--- src/rtl/stat_pkg.sv ---
// ---------------------------------------------------------------------------
// stat_pkg : shared defaults and snapshot FSM state encoding for statistic_gen
// Revision : 1.0
// ---------------------------------------------------------------------------
`default_nettype none

package stat_pkg;

  localparam int NCH_DEF         = 4;
  localparam int DW_DEF          = 8;
  localparam int CW_DEF          = 16;
  localparam int SATURATE_DEF    = 0;
  localparam int CLR_ON_SNAP_DEF = 0;

  typedef enum logic [0:0] {
    SNAP_IDLE = 1'b0,
    SNAP_HOLD = 1'b1
  } snap_state_e;

endpackage

`default_nettype wire

--- src/rtl/stat_hit_sum.sv ---
// ---------------------------------------------------------------------------
// stat_hit_sum : per-channel even-parity / pattern-match classification and
//                hit summation across all channels
// Revision     : 1.0
// ---------------------------------------------------------------------------
`default_nettype none

module stat_hit_sum
  import stat_pkg::*;
#(
  parameter int NCH = NCH_DEF,
  parameter int DW  = DW_DEF,
  parameter int SW  = $clog2(NCH + 1)
) (
  input  logic [NCH-1:0]    valid_i,
  input  logic [NCH*DW-1:0] data_i,
  input  logic [DW-1:0]     pattern_a_i,
  input  logic [DW-1:0]     pattern_b_i,
  output logic [SW-1:0]     even_sum_o,
  output logic [SW-1:0]     match_sum_o
);

  logic [NCH-1:0] even_hit;
  logic [NCH-1:0] match_hit;

  generate
    for (genvar i = 0; i < NCH; i++) begin : g_ch
      // A word equal to both patterns is still a single hit.
      assign even_hit[i]  = valid_i[i] & ~(^data_i[i*DW +: DW]);
      assign match_hit[i] = valid_i[i] & ((data_i[i*DW +: DW] == pattern_a_i) ||
                                          (data_i[i*DW +: DW] == pattern_b_i));
    end
  endgenerate

  always_comb begin
    even_sum_o  = '0;
    match_sum_o = '0;
    for (int i = 0; i < NCH; i++) begin
      even_sum_o  = even_sum_o  + SW'(even_hit[i]);
      match_sum_o = match_sum_o + SW'(match_hit[i]);
    end
  end

endmodule

`default_nettype wire

--- src/rtl/statistic_gen.sv ---
// ---------------------------------------------------------------------------
// statistic_gen : even-parity and pattern-match word counters with sticky
//                 overflow and an acknowledged snapshot register set
// Revision      : 1.0
// ---------------------------------------------------------------------------
`default_nettype none

module statistic_gen
  import stat_pkg::*;
#(
  parameter int NCH         = NCH_DEF,
  parameter int DW          = DW_DEF,
  parameter int CW          = CW_DEF,
  parameter int SATURATE    = SATURATE_DEF,
  parameter int CLR_ON_SNAP = CLR_ON_SNAP_DEF
) (
  input  logic              clk_i,
  input  logic              rst_i,
  input  logic              clear_i,
  input  logic [NCH-1:0]    valid_i,
  input  logic [NCH*DW-1:0] data_i,
  input  logic [DW-1:0]     pattern_a_i,
  input  logic [DW-1:0]     pattern_b_i,
  output logic [CW-1:0]     even_count_o,
  output logic [CW-1:0]     match_count_o,
  output logic              overflow_o,
  input  logic              snap_req_i,
  input  logic              snap_ack_i,
  output logic              snap_valid_o,
  output logic [CW-1:0]     snap_even_o,
  output logic [CW-1:0]     snap_match_o,
  output logic              snap_ovf_o
);

  localparam int SW = $clog2(NCH + 1);
  localparam int EW = CW + 1;

  logic [SW-1:0] even_hits;
  logic [SW-1:0] match_hits;

  stat_hit_sum #(
    .NCH (NCH),
    .DW  (DW),
    .SW  (SW)
  ) u_hit_sum (
    .valid_i     (valid_i),
    .data_i      (data_i),
    .pattern_a_i (pattern_a_i),
    .pattern_b_i (pattern_b_i),
    .even_sum_o  (even_hits),
    .match_sum_o (match_hits)
  );

  logic [CW-1:0] even_q, even_d;
  logic [CW-1:0] match_q, match_d;
  logic          ovf_q, ovf_d;
  snap_state_e   state_q, state_d;
  logic [CW-1:0] snap_even_q, snap_match_q;
  logic          snap_ovf_q;

  logic [EW-1:0] even_sum;
  logic [EW-1:0] match_sum;
  logic          capture;
  logic          live_clr;

  // One extra bit holds the true sum so the carry flags overflow.
  assign even_sum  = {1'b0, even_q}  + EW'(even_hits);
  assign match_sum = {1'b0, match_q} + EW'(match_hits);

  assign capture  = (state_q == SNAP_IDLE) && snap_req_i;
  assign live_clr = clear_i || ((CLR_ON_SNAP != 0) && capture);

  always_comb begin
    even_d  = even_sum[CW-1:0];
    match_d = match_sum[CW-1:0];
    ovf_d   = ovf_q | even_sum[CW] | match_sum[CW];
    if (SATURATE != 0) begin
      if (even_sum[CW])  even_d  = '1;
      if (match_sum[CW]) match_d = '1;
    end
    if (live_clr) begin
      even_d  = '0;
      match_d = '0;
      ovf_d   = 1'b0;
    end
  end

  always_comb begin
    state_d = state_q;
    case (state_q)
      SNAP_IDLE: if (snap_req_i) state_d = SNAP_HOLD;
      SNAP_HOLD: if (snap_ack_i) state_d = SNAP_IDLE;
      default:   state_d = SNAP_IDLE;
    endcase
  end

  always_ff @(posedge clk_i) begin
    if (rst_i) begin
      even_q       <= '0;
      match_q      <= '0;
      ovf_q        <= 1'b0;
      state_q      <= SNAP_IDLE;
      snap_even_q  <= '0;
      snap_match_q <= '0;
      snap_ovf_q   <= 1'b0;
    end else begin
      even_q  <= even_d;
      match_q <= match_d;
      ovf_q   <= ovf_d;
      state_q <= state_d;
      if (capture) begin
        snap_even_q  <= even_q;
        snap_match_q <= match_q;
        snap_ovf_q   <= ovf_q;
      end
    end
  end

  assign even_count_o  = even_q;
  assign match_count_o = match_q;
  assign overflow_o    = ovf_q;
  assign snap_valid_o  = (state_q == SNAP_HOLD);
  assign snap_even_o   = snap_even_q;
  assign snap_match_o  = snap_match_q;
  assign snap_ovf_o    = snap_ovf_q;

endmodule

`default_nettype wire

--- config.mk ---
export PLATFORM = sky130hd
export DESIGN_NAME = statistic_gen
export DESIGN_NICKNAME = d
export VERILOG_FILES = /design/src/rtl/stat_pkg.sv /design/src/rtl/stat_hit_sum.sv /design/src/rtl/statistic_gen.sv
export SDC_FILE = /design/constraint.sdc
export NUM_CORES = 1
export LEC_CHECK = 0
export CORE_ASPECT_RATIO = 0.7
export CORE_MARGIN = 10
export CORE_UTILIZATION = 42
export DETAILED_ROUTE_END_ITERATION = 8
export GPL_TIMING_DRIVEN = 1
export PLACE_DENSITY = 0.77
export REMOVE_ABC_BUFFERS = 1
export SETUP_SLACK_MARGIN = 0.1
export SYNTH_ARGS = -nofsm -noshare
export SYNTH_HDL_FRONTEND = slang
export SYNTH_SLANG_ARGS = --single-unit
--- constraint.sdc ---
create_clock -name clk_i -period 3.6 [get_ports clk_i]
set_clock_uncertainty 0.05 [all_clocks]
set_input_delay 0.36 -clock clk_i [delete_from_list [all_inputs] [get_ports clk_i]]
set_output_delay 0.36 -clock clk_i [all_outputs]
set_load 0.02 [all_outputs]
==> results of run 1 <==
==> metrics by stage <==
stage	setup slack [ns]	instances	setup TNS, ns	instance area, µm²
floorplan	0.2984	434	0	3734
global placement	-0.4280	728	-6.226	5475
detailed placement	-0.5324	728	-8.385	5475
CTS	0.1053	743	0	5778
global route	0.08638	743	0	5798
finish	0.1378	743	0	5798
==> per-layer routing <==
metal | vias to the layer above | track usage, % | routed length [µm]
met1 | 1770 | 23.32 | 5722
met4 | 0 | 3.086 | 109
met2 | 133 | 28.17 | 5506
li1 | 1853 | - | -
met3 | 14 | 6.188 | 957
met5 | - | 0 | 0
==> timing repair <==
action / 4_1_cts / 5_1_grt
setup buffers: 1 / 0
pin swaps: 2 / 25
hold buffers: 0 / 0
gates resized for setup: 40 / 61
endpoints found under the setup margin: 21 / 9
==> power by group <==
group | internal, W | switching (W)
logic | 0.000219 | 0.000207
clock network | 0.000526 | 0.000309
registers | 0.000754 | 0.0000124
total | 0.00150 | 0.000529
==> critical path, delay by kind of cell <==
kind	cells	cell delay, ns
buffers and inverters	1	0.30
adder cells (fa/ha/maj)	4	1.15
AND/OR/NAND/NOR	4	1.30
XOR/XNOR	1	0.20
AO/OA/AOI/OAI	3	0.35
==> final cells by class <==
class | count | area (µm²) | area share, %
tap | 124 | 155.1 | 2.676
clock buffer | 9 | 225.2 | 3.884
clock inverter | 5 | 56.30 | 0.9711
inverter | 7 | 26.28 | 0.4532
multi-input combinational | 360 | 2510 | 43.29
sequential | 67 | 1341 | 23.13
timing repair buffer | 171 | 1484 | 25.59
==> cells in the mapped netlist (all sizes together) (3+ instances only) <==
master  number  share of area (%)
a211oi       3               0.58
a21o         3               0.62
a21oi       47                6.2
and2        11                1.8
buf          6               0.78
clkbuf      26                2.5
dfxtp       67                 35
fa           4                2.1
ha          10                3.2
inv          7               0.68
nand2       80                7.8
nand3        6               0.91
nand4       22                3.6
nor2        21                2.0
nor3         4               0.52
o21ai        4               0.52
o22ai        4               0.65
o31ai        4               0.78
or2          3               0.49
or3          4               0.65
or4          7                1.5
xnor2      105                 24
xor2         5                1.1
==> flip-flops by register name (all words and copies together), names as in the netlist <==
signal,flops
snap_match_o,16
snap_ovf_o,1
even_count_o,16
snap_valid_o,1
snap_even_o,16
overflow_o,1
match_count_o,16
==> worst paths after layout <==
kind              slack, ns                           end                         start  cells past startpoint
setup / recovery       0.14         overflow_o$_SDFF_PP0_                     data_i[5]                     13
hold / removal         0.40  snap_match_o[2]$_SDFFE_PP0P_  snap_match_o[2]$_SDFFE_PP0P_                      2
setup reg to reg       1.55         overflow_o$_SDFF_PP0_   match_count_o[0]$_SDFF_PP0_                      6
hold reg to reg        0.40  snap_match_o[2]$_SDFFE_PP0P_  snap_match_o[2]$_SDFFE_PP0P_                      2
==> cells by family after synthesis <==
logic type      Yosys count  synth area share [%]
xor+xnor                110                 24.95
flops                    67                 34.74
fa+ha+maj                14                 5.314
mux                       1                0.2592
simple gates            166                 20.64
buf+inv                  39                 3.986
compound gates           69                 10.11
==> impl_metrics.ini, run 1 <==
[worst_setup_path]
endpoint_kind = flop
start_kind = input pin
slowest_delay_ns = 0.60
cp.arrival_ns = 3.67
path_class = in -> reg
crit_chain = dlygate4sd2_1 -> xnor2_1 -> nand4_1 -> o22ai_1 -> and2_4 -> ha_4 -> fa_2 -> ha_4 -> fa_2 -> a21oi_2 -> or4_4 -> or4_1 -> o21ai_1
worst_ep_required_time_ns = 3.81
cp_max_fo = 3
worst_path_max_delay_cell = fa_2

[placed_design]
hpwl_um = 9909
gp_congestion = 0.9276
port_buffers = 123

[global_route]
gr-total-overflow = 0
grt_pass1_vias = 3739
grt_start_max_net_pins = 38
grt_pass1_wl_um = 19570
grt_antenna_before_repair = 0
grt_usage_pct = 17.86

[flow_run]
maxCapViolations = 0

[yosys]
synth_cell_type_count = 38
synth_warnings = 0
synth-edff-count = 0
synthFlopType = dfxtp_1
avgSynthCellArea_um2 = 8.286
synth_area_mm2 = 0.003861
async_reset_ff_share_pct = 0
synthCells = 466
yosysSeqAreaShare_pct = 34.74
yosys_register_bits = 67

[outcome]
status = completed

[finish]
area_growth_pct = 50.16
final_core_util_pct = 64.43
drive_above_1_share_pct = 18.42
final_cell_mix = 100 x xnor2_1, 88 x clkdlybuf4s50_1, 79 x nand2_1
fillCellCount = 757
finalNetCount = 687
num_antenna_cells = 0
mostFrequentLayoutCell = xnor2_1

[detailed_routing]
wl_per_cell_um = 16.55
via_per_inst = 5.074
vias = 3770
antenna_left = 0
drt_first_iter_violations = 282
drt_wl_total_um = 12300
first_pass_iters = 5
drcViolationCount = 0

[power_and_ir_drop]
power.density_mw_per_mm2 = 349.7
finalPower_w = 0.002028
vdd_drop_max_v = 0.0003047
leakage_nw = 2.021

[clock_tree]
cts_tree = done
cts.clk_slew.worst_paths_ns = 0.05
cts_sinks = 67
clock_path_buffers = 2
root_buffer = clkbuf_16
cts_buffers = 9
htree_levels = 3
insertion_delay_ns = 0.33

[timing]
final.period_utilization_pct = 96.17
rsz0062_at_grt = false
period_needed_ns = 3.462
hold_violations = 0
slew_headroom_pct = 62.54
timing.fmax_ghz = 0.2888
setup_violations = 0
hold_ws_ns = 0.4004
tightest_slew_ns = 0.5619
drv_slew = 0

[die]
io_pins = 124
dieArea_mm2 = 0.01349
die_w_um = 134.6
initial_core_util_pct = 42.91
row_count = 29
coreArea_mm2 = 0.008999
fp.dieH_um = 100.2

[min_path]
worst_hold_path_type = reg -> reg
Power figures use the tool's default switching activity.
==> run 2, diff against run 1 <==
- SLEW_MARGIN: unset -> 20
==> results of run 2 <==
No change in the layout: final DEF, timing and power equal those of run 1.
